**src/rtl/pipe_pkg.sv**
```systemverilog
// Shared types and constants for the pipeline hazard/stall controller.
// Latency: none, declarations and a pure combinational helper only.
// Backpressure: none.
package pipe_pkg;

    // Mult/div sequencer states. START is the single start-pulse cycle,
    // BUSY waits for the unit, DONE is the one-cycle result capture.
    typedef enum logic [1:0] {
        IDLE  = 2'd0,
        START = 2'd1,
        BUSY  = 2'd2,
        DONE  = 2'd3
    } md_state_t;

    // Opcode latched when a mult/div is accepted; selects which start
    // strobe is driven in START.
    localparam logic MULT = 1'b0;
    localparam logic DIV  = 1'b1;

    // Writes to r0 are discarded, so they never create a dependence.
    localparam logic [4:0] REG_ZERO = 5'd0;

    // Load-use dependence between the load in execute and the
    // instruction in decode. The rt comparison only counts when the
    // decode instruction actually reads rt (I-type rt is a destination).
    function automatic logic load_use_hazard(
        input logic       dx_mem_to_reg,
        input logic [4:0] dx_rd,
        input logic [4:0] fd_rs,
        input logic [4:0] fd_rt,
        input logic       fd_uses_rt
    );
        logic rs_hit;
        logic rt_hit;
        rs_hit = (dx_rd == fd_rs);
        rt_hit = fd_uses_rt && (dx_rd == fd_rt);
        return dx_mem_to_reg && (dx_rd != REG_ZERO) && (rs_hit || rt_hit);
    endfunction

endpackage : pipe_pkg

```
**src/rtl/md_sequencer.sv**
```systemverilog
// Mult/div sequencer: issues the start pulse, tracks occupancy, flags timeouts.
// Latency: start pulse one cycle after the opcode is seen in IDLE; busy is decoded from registered state.
// Backpressure: md_busy_o holds the pipeline for START and all BUSY cycles; md_ready_i in START is ignored.
module md_sequencer
    import pipe_pkg::*;
#(
    parameter int MD_TIMEOUT = 40
) (
    input  logic clock,
    input  logic reset_n,
    input  logic is_mult_i,
    input  logic is_div_i,
    input  logic md_ready_i,
    output logic md_busy_o,
    output logic ctrl_mult_o,
    output logic ctrl_div_o,
    output logic md_err_o
);

    // Counter wide enough to hold MD_TIMEOUT itself.
    localparam int TMO_W = $clog2(MD_TIMEOUT + 1);
    localparam logic [TMO_W-1:0] TMO_LAST = TMO_W'(MD_TIMEOUT - 1);
    localparam logic [TMO_W-1:0] TMO_ONE  = TMO_W'(1);

    md_state_t        state_q;
    md_state_t        state_d;
    logic             op_q;
    logic             op_d;
    logic [TMO_W-1:0] cnt_q;
    logic [TMO_W-1:0] cnt_d;
    logic             err_q;
    logic             err_d;

    // State, latched opcode, busy counter and sticky error flag.
    always_ff @(posedge clock or negedge reset_n) begin
        if (!reset_n) begin
            state_q <= IDLE;
            op_q    <= MULT;
            cnt_q   <= '0;
            err_q   <= 1'b0;
        end else begin
            state_q <= state_d;
            op_q    <= op_d;
            cnt_q   <= cnt_d;
            err_q   <= err_d;
        end
    end

    // Next-state logic. The counter counts completed BUSY cycles; when the
    // cycle that would make it MD_TIMEOUT ends without md_ready, the unit is
    // abandoned, the error latches and the FSM still passes through DONE so
    // the pipeline releases the same way as a normal completion.
    always_comb begin
        state_d = state_q;
        op_d    = op_q;
        cnt_d   = cnt_q;
        err_d   = err_q;
        unique case (state_q)
            IDLE: begin
                if (is_mult_i || is_div_i) begin
                    state_d = START;
                    op_d    = is_div_i ? DIV : MULT;
                    cnt_d   = '0;
                end
            end
            START: begin
                // A ready pulse here cannot belong to this operation.
                state_d = BUSY;
            end
            BUSY: begin
                cnt_d = cnt_q + TMO_ONE;
                if (md_ready_i) begin
                    state_d = DONE;
                end else if (cnt_q == TMO_LAST) begin
                    state_d = DONE;
                    err_d   = 1'b1;
                end
            end
            DONE: begin
                // Result captured into XM this cycle; a following mult/div
                // is picked up from IDLE once it reaches execute.
                state_d = IDLE;
            end
            default: begin
                state_d = IDLE;
            end
        endcase
    end

    // Outputs decoded purely from registered state.
    always_comb begin
        md_busy_o   = (state_q == START) || (state_q == BUSY);
        ctrl_mult_o = (state_q == START) && (op_q == MULT);
        ctrl_div_o  = (state_q == START) && (op_q == DIV);
        md_err_o    = err_q;
    end

endmodule : md_sequencer

```
**src/rtl/pipeline_stall_ctrl.sv**
```systemverilog
// Hazard/stall controller at the decode/execute boundary: PC/FD enables, FD flush, DX bubble.
// Latency: load-use and taken-branch responses are combinational; mult/div stall follows registered FSM state.
// Backpressure: mult/div occupancy outranks load-use, which outranks branch squash; stall cycles are counted.
module pipeline_stall_ctrl
    import pipe_pkg::*;
#(
    parameter int MD_TIMEOUT = 40,
    parameter int CNT_W      = 32
) (
    input  logic             clock,
    input  logic             reset_n,
    input  logic [4:0]       FD_rs,
    input  logic [4:0]       FD_rt,
    input  logic             FD_usesRt,
    input  logic [4:0]       DX_rd,
    input  logic             DX_MemToReg,
    input  logic             DX_isMult,
    input  logic             DX_isDiv,
    input  logic             md_ready,
    input  logic             md_exception,
    input  logic             br_taken,
    output logic             pc_en,
    output logic             fd_en,
    output logic             fd_flush,
    output logic             dx_bubble,
    output logic             ctrl_MULT,
    output logic             ctrl_DIV,
    output logic             md_busy,
    output logic             md_err,
    output logic [CNT_W-1:0] stall_cnt
);

    localparam logic [CNT_W-1:0] CNT_MAX = '1;
    localparam logic [CNT_W-1:0] CNT_ONE = CNT_W'(1);

    logic             lu;
    logic [CNT_W-1:0] stall_cnt_q;
    logic [CNT_W-1:0] stall_cnt_d;

    // The exception travels with the result through the datapath; this
    // block only sequences the unit, so the input is intentionally dropped.
    logic md_exception_unused;
    assign md_exception_unused = md_exception;

    md_sequencer #(
        .MD_TIMEOUT (MD_TIMEOUT)
    ) u_md_sequencer (
        .clock       (clock),
        .reset_n     (reset_n),
        .is_mult_i   (DX_isMult),
        .is_div_i    (DX_isDiv),
        .md_ready_i  (md_ready),
        .md_busy_o   (md_busy),
        .ctrl_mult_o (ctrl_MULT),
        .ctrl_div_o  (ctrl_DIV),
        .md_err_o    (md_err)
    );

    // Load-use dependence the bypass network cannot cover.
    always_comb begin
        lu = load_use_hazard(DX_MemToReg, DX_rd, FD_rs, FD_rt, FD_usesRt);
    end

    // Priority mux. While the mult/div is in flight DX holds (no bubble) so
    // the instruction stays in execute; a branch seen during any stall is
    // dropped and re-resolves once decode advances.
    always_comb begin
        pc_en     = 1'b1;
        fd_en     = 1'b1;
        fd_flush  = 1'b0;
        dx_bubble = 1'b0;
        if (!reset_n) begin
            // Reset values regardless of what the datapath is presenting.
        end else if (md_busy) begin
            pc_en = 1'b0;
            fd_en = 1'b0;
        end else if (lu) begin
            pc_en     = 1'b0;
            fd_en     = 1'b0;
            dx_bubble = 1'b1;
        end else if (br_taken) begin
            fd_flush = 1'b1;
        end
    end

    // Saturating increment of the stall-cycle counter.
    always_comb begin
        stall_cnt_d = stall_cnt_q;
        if (!pc_en && (stall_cnt_q != CNT_MAX)) begin
            stall_cnt_d = stall_cnt_q + CNT_ONE;
        end
    end

    // Stall-cycle counter register.
    always_ff @(posedge clock or negedge reset_n) begin
        if (!reset_n) begin
            stall_cnt_q <= '0;
        end else begin
            stall_cnt_q <= stall_cnt_d;
        end
    end

    assign stall_cnt = stall_cnt_q;

endmodule : pipeline_stall_ctrl

```
**config.mk**
```make
export PLATFORM = sky130hd
export DESIGN_NAME = pipeline_stall_ctrl
export DESIGN_NICKNAME = d
export VERILOG_FILES = /design/src/rtl/pipe_pkg.sv /design/src/rtl/md_sequencer.sv /design/src/rtl/pipeline_stall_ctrl.sv
export SDC_FILE = /design/constraint.sdc
export NUM_CORES = 1
export LEC_CHECK = 0
export BUFFER_PORTS_ARGS = -buffer_cell sky130_fd_sc_hd__buf_4
export CORE_UTILIZATION = 40
export DETAILED_ROUTE_END_ITERATION = 8
export MAX_ROUTING_LAYER = met4
export SLEW_MARGIN = 15
export SYNTH_ARGS = -nofsm -noshare
export SYNTH_HDL_FRONTEND = slang
export SYNTH_SLANG_ARGS = --single-unit
```
**constraint.sdc**
```tcl
create_clock -name clock -period 2.9 [get_ports clock]
set_input_delay 0.58 -clock clock [delete_from_list [all_inputs] [get_ports clock]]
set_output_delay 0.58 -clock clock [all_outputs]
set_load 0.02 [all_outputs]
```
==> qor.txt <==
Outcome - complete, no violations
Max rail drop VDD - 427 uV
Drc violations - 0
CTS Hold Bufs - 0
Antenna violations before repair - 0
Tmin final - 2.74 ns
Worst Setup SP - DX_rd[0]
Global-route usage over all layers - 19.2%
Core box area - 0.00592 mm^2
Mean Syn Cell Area - 9.90 um^2
Final net count - 342
Clk buf depth - 2
Detailed placer's ending HPWL - 4100 um
Net Switching - 0.798 mW
Crit share post-route - 94.5%
Number of setup buffers added after CTS - 0
Reg2Reg Capture Point - stall_cnt[23]
Pint - 1.29 mW
Number of enable flip-flop cells after synthesis - 0
Crit path to - dx_bubble
Critical-path top delay cell - nor3_1
Warnings from Yosys - 0
Switch share - 38.3%
Mapped Nets - 277
Tot Pwr - 2.08 mW
Largest net degree at the start of global routing - 28
Port buffer count - 62
Slew margin rel. - 54.1%
Clock skew - 0.00847 ns
Clock slew at reported path FFs - 0.08 ns
Post-synthesis sequential area ratio - 42.8%
Total vias in the final route - 2032
Mapped Cells - 248
Layout area overhead - 26.3%
Initial Utilization - 41.5%
Mapped Area - 0.00245 mm^2
Final setup fails - 0
Peak Freq - 0.365 GHz
Max_cap viols - 0
Overall die height - 80.3 um
Row Count - 28
First-pass GRT wire length - 9100 um
Layout cells sized above 1 - 29.6%
Critical Path Max Stage Delay - 0.41 ns
Max Fanout on Critical Path - 5
Avg Vias per Cell - 5.22
Drt wl/cell - 14.1 um
Io pins - 64
TritonCTS Buffers - 5
Die Area - 0.00645 mm^2
Crit path kind - input port to output pin
Fin Setup TNS - 0 ns
Diodes inserted - 0
DR iter-0 viols - 58
Cts repair resizes - 0
Fin. max-slew vios - 0
CP endpoint kind - output pin
R2R Path Start - u_md_sequencer.state_q[0]
Primary FF master, synth - dfrtp_1
Cell breakdown of the critical path - buf_4, xnor2_1, nand3_1, nor3_1, o211ai_1, nor3b_1, buf_4
Fraction of registers with async set/reset - 100%
Routed wire length - 5490 um
Clk pwr share - 21.8%
Logic pwr share - 42.7%
P_leak - 1.53 nW
Grt ovf - 0
Unique cell type count in the Yosys netlist - 49
Final hold vios - 0
RSZ-0062 raised after global routing - false
Routed Antenna Nets - 0
Vias in the first global route - 1901
Cells on worst reg2reg path - 9
CP Data Required Time - 2.32 ns
Worst-Skew Late Latency - 0.29 ns
H-tree level count - 2
Register-to-register setup slack - 0.56 ns
Slew @ Worst Pin - 0.686 ns
Sequential power share - 35.5%
Final GP Congestion - 0.789
Critical Path Start Type - input port
Chip Width - 80.3 um
Power Dens Cells - 672 mW/mm^2
CTS tree - built
Flops & latches, synth - 42
Most used cell, CP - buf_4
Total clock sinks - 42
Hold Path Class - input port to async pin
Clock root buffer - clkbuf_8
Drt first pass iters - 4
CP arrival - 2.16 ns
==> worst min path at each step <==
stage	from	to	slack (ns)
2_1_floorplan	reset_n	stall_cnt[0]	0.28
3_3_place_gp	stall_cnt[10]	stall_cnt[10]	0.48
3_5_place_dp	u_md_sequencer.md_err_o	u_md_sequencer.md_err_o	0.48
4_1_cts	reset_n	stall_cnt[9]	0.27
5_1_grt	reset_n	stall_cnt[9]	0.27
6_report	reset_n	stall_cnt[5]	0.27
==> worst max-delay path: cells and delay by family <==
family,cells,cell delay [ns]
xor gates and xnor gates,1,0.15
AOI/OAI and AO/OA,1,0.30
and+or+nand+nor,3,0.82
buffers and inverters,2,0.31
==> area by class of cell <==
cell class / instances / area, um^2
Clock inverter: 1 / 30.0
Sequential cell: 42 / 1050
Clock buffer: 7 / 76.3
Tap cell: 75 / 93.8
Inverter: 4 / 15.0
Multi-Input combinational cell: 193 / 1330
Fill cell: 561 / 2820
Timing Repair Buffer: 67 / 503
==> metal layers <==
layer	up-vias	global-route usage, %	share of wire, %
met5	-	-	0
met1	970	23.3	48
met4	0	6.07	0.77
met2	46	31.4	48
li1	1014	-	-
met3	2	4.89	3.6
==> power groups by stage <==
stage | combinational, mW | clock, mW | sequential [mW]
finish | 0.890 | 0.454 | 0.740
global route | 0.988 | 0.496 | 0.751
CTS | 0.884 | 0.469 | 0.740
detailed placement | 0.888 | 0 | 0.749
global placement | 0.882 | 0 | 0.751
floorplan | 0.591 | 0 | 0.779
==> logic make-up (layout without fill, tap and decap cells) <==
group / count (synthesis) / in the layout / share of synthesized area, %
and+or+nand+nor: 126 / 126 / 30.2
xor gates and xnor gates: 44 / 44 / 15.7
DFF: 42 / 42 / 42.8
AOI/OAI and AO/OA: 16 / 16 / 4.49
buffers and inverters: 13 / 79 / 3.21
adders and majority gates: 5 / 5 / 2.55
muxes: 2 / 2 / 1.07
==> per-stage QoR <==
stage | setup WS (ns) | cells | util, % | instance area (um^2) | hold WS [ns]
3_3_place_gp | 0.195 | 381 | 50.5 | 2990 | 0.477
5_1_grt | 0.000838 | 389 | 52.4 | 3100 | 0.270
2_1_floorplan | 0.445 | 248 | - | 2450 | 0.284
6_report | 0.160 | 389 | 52.4 | 3100 | 0.273
3_5_place_dp | 0.146 | 381 | 50.5 | 2990 | 0.479
4_1_cts | 0.301 | 389 | 52.3 | 3090 | 0.273
==> registers in the layout, indices dropped and copies added, names as in the netlist <==
| name | flops |
|---|---|
| u_md_sequencer.cnt_q | 6 |
| stall_cnt | 32 |
| u_md_sequencer.md_err_o | 1 |
| u_md_sequencer.state_q | 2 |
| u_md_sequencer.op_q | 1 |
==> placed cells by master, fill, tap and decap left out, drive strengths merged, types with 2 or more instances in the layout <==
| master | n |
|---|---|
| nor3 | 16 |
| inv | 4 |
| or3 | 6 |
| ha | 5 |
| clkbuf | 7 |
| nor4 | 5 |
| nand3 | 20 |
| xnor2 | 12 |
| and2 | 6 |
| mux2 | 2 |
| and3 | 4 |
| nand4 | 12 |
| nor2 | 17 |
| dfrtp | 42 |
| a21oi | 3 |
| nor3b | 3 |
| nand2 | 22 |
| buf | 67 |
| o21ai | 4 |
| nor4b | 2 |
| and4 | 8 |
| xor2 | 32 |
==> synthesized netlist by cell type (2+ instances only) <==
library cell | number | share of area [%]
a21oi_1 | 3 | 0.61
and2_1 | 4 | 1.0
and2_2 | 2 | 0.61
and3_1 | 3 | 0.76
and4_1 | 4 | 1.4
and4_2 | 4 | 1.6
buf_2 | 3 | 0.61
buf_4 | 2 | 0.61
buf_6 | 2 | 0.92
dfrtp_1 | 42 | 43
ha_1 | 5 | 2.5
inv_1 | 4 | 0.61
nand2_1 | 20 | 3.1
nand2_4 | 2 | 0.92
nand3_1 | 19 | 3.9
nand4_1 | 12 | 3.1
nor2_1 | 16 | 2.4
nor3_1 | 15 | 3.1
nor3b_1 | 3 | 0.92
nor4_1 | 3 | 0.76
nor4_2 | 2 | 1.0
nor4b_1 | 2 | 0.71
o21ai_0 | 4 | 0.82
or3_1 | 5 | 1.3
xnor2_1 | 12 | 4.3
xor2_1 | 32 | 11
Note: power is estimated with default switching activity, not from simulation.
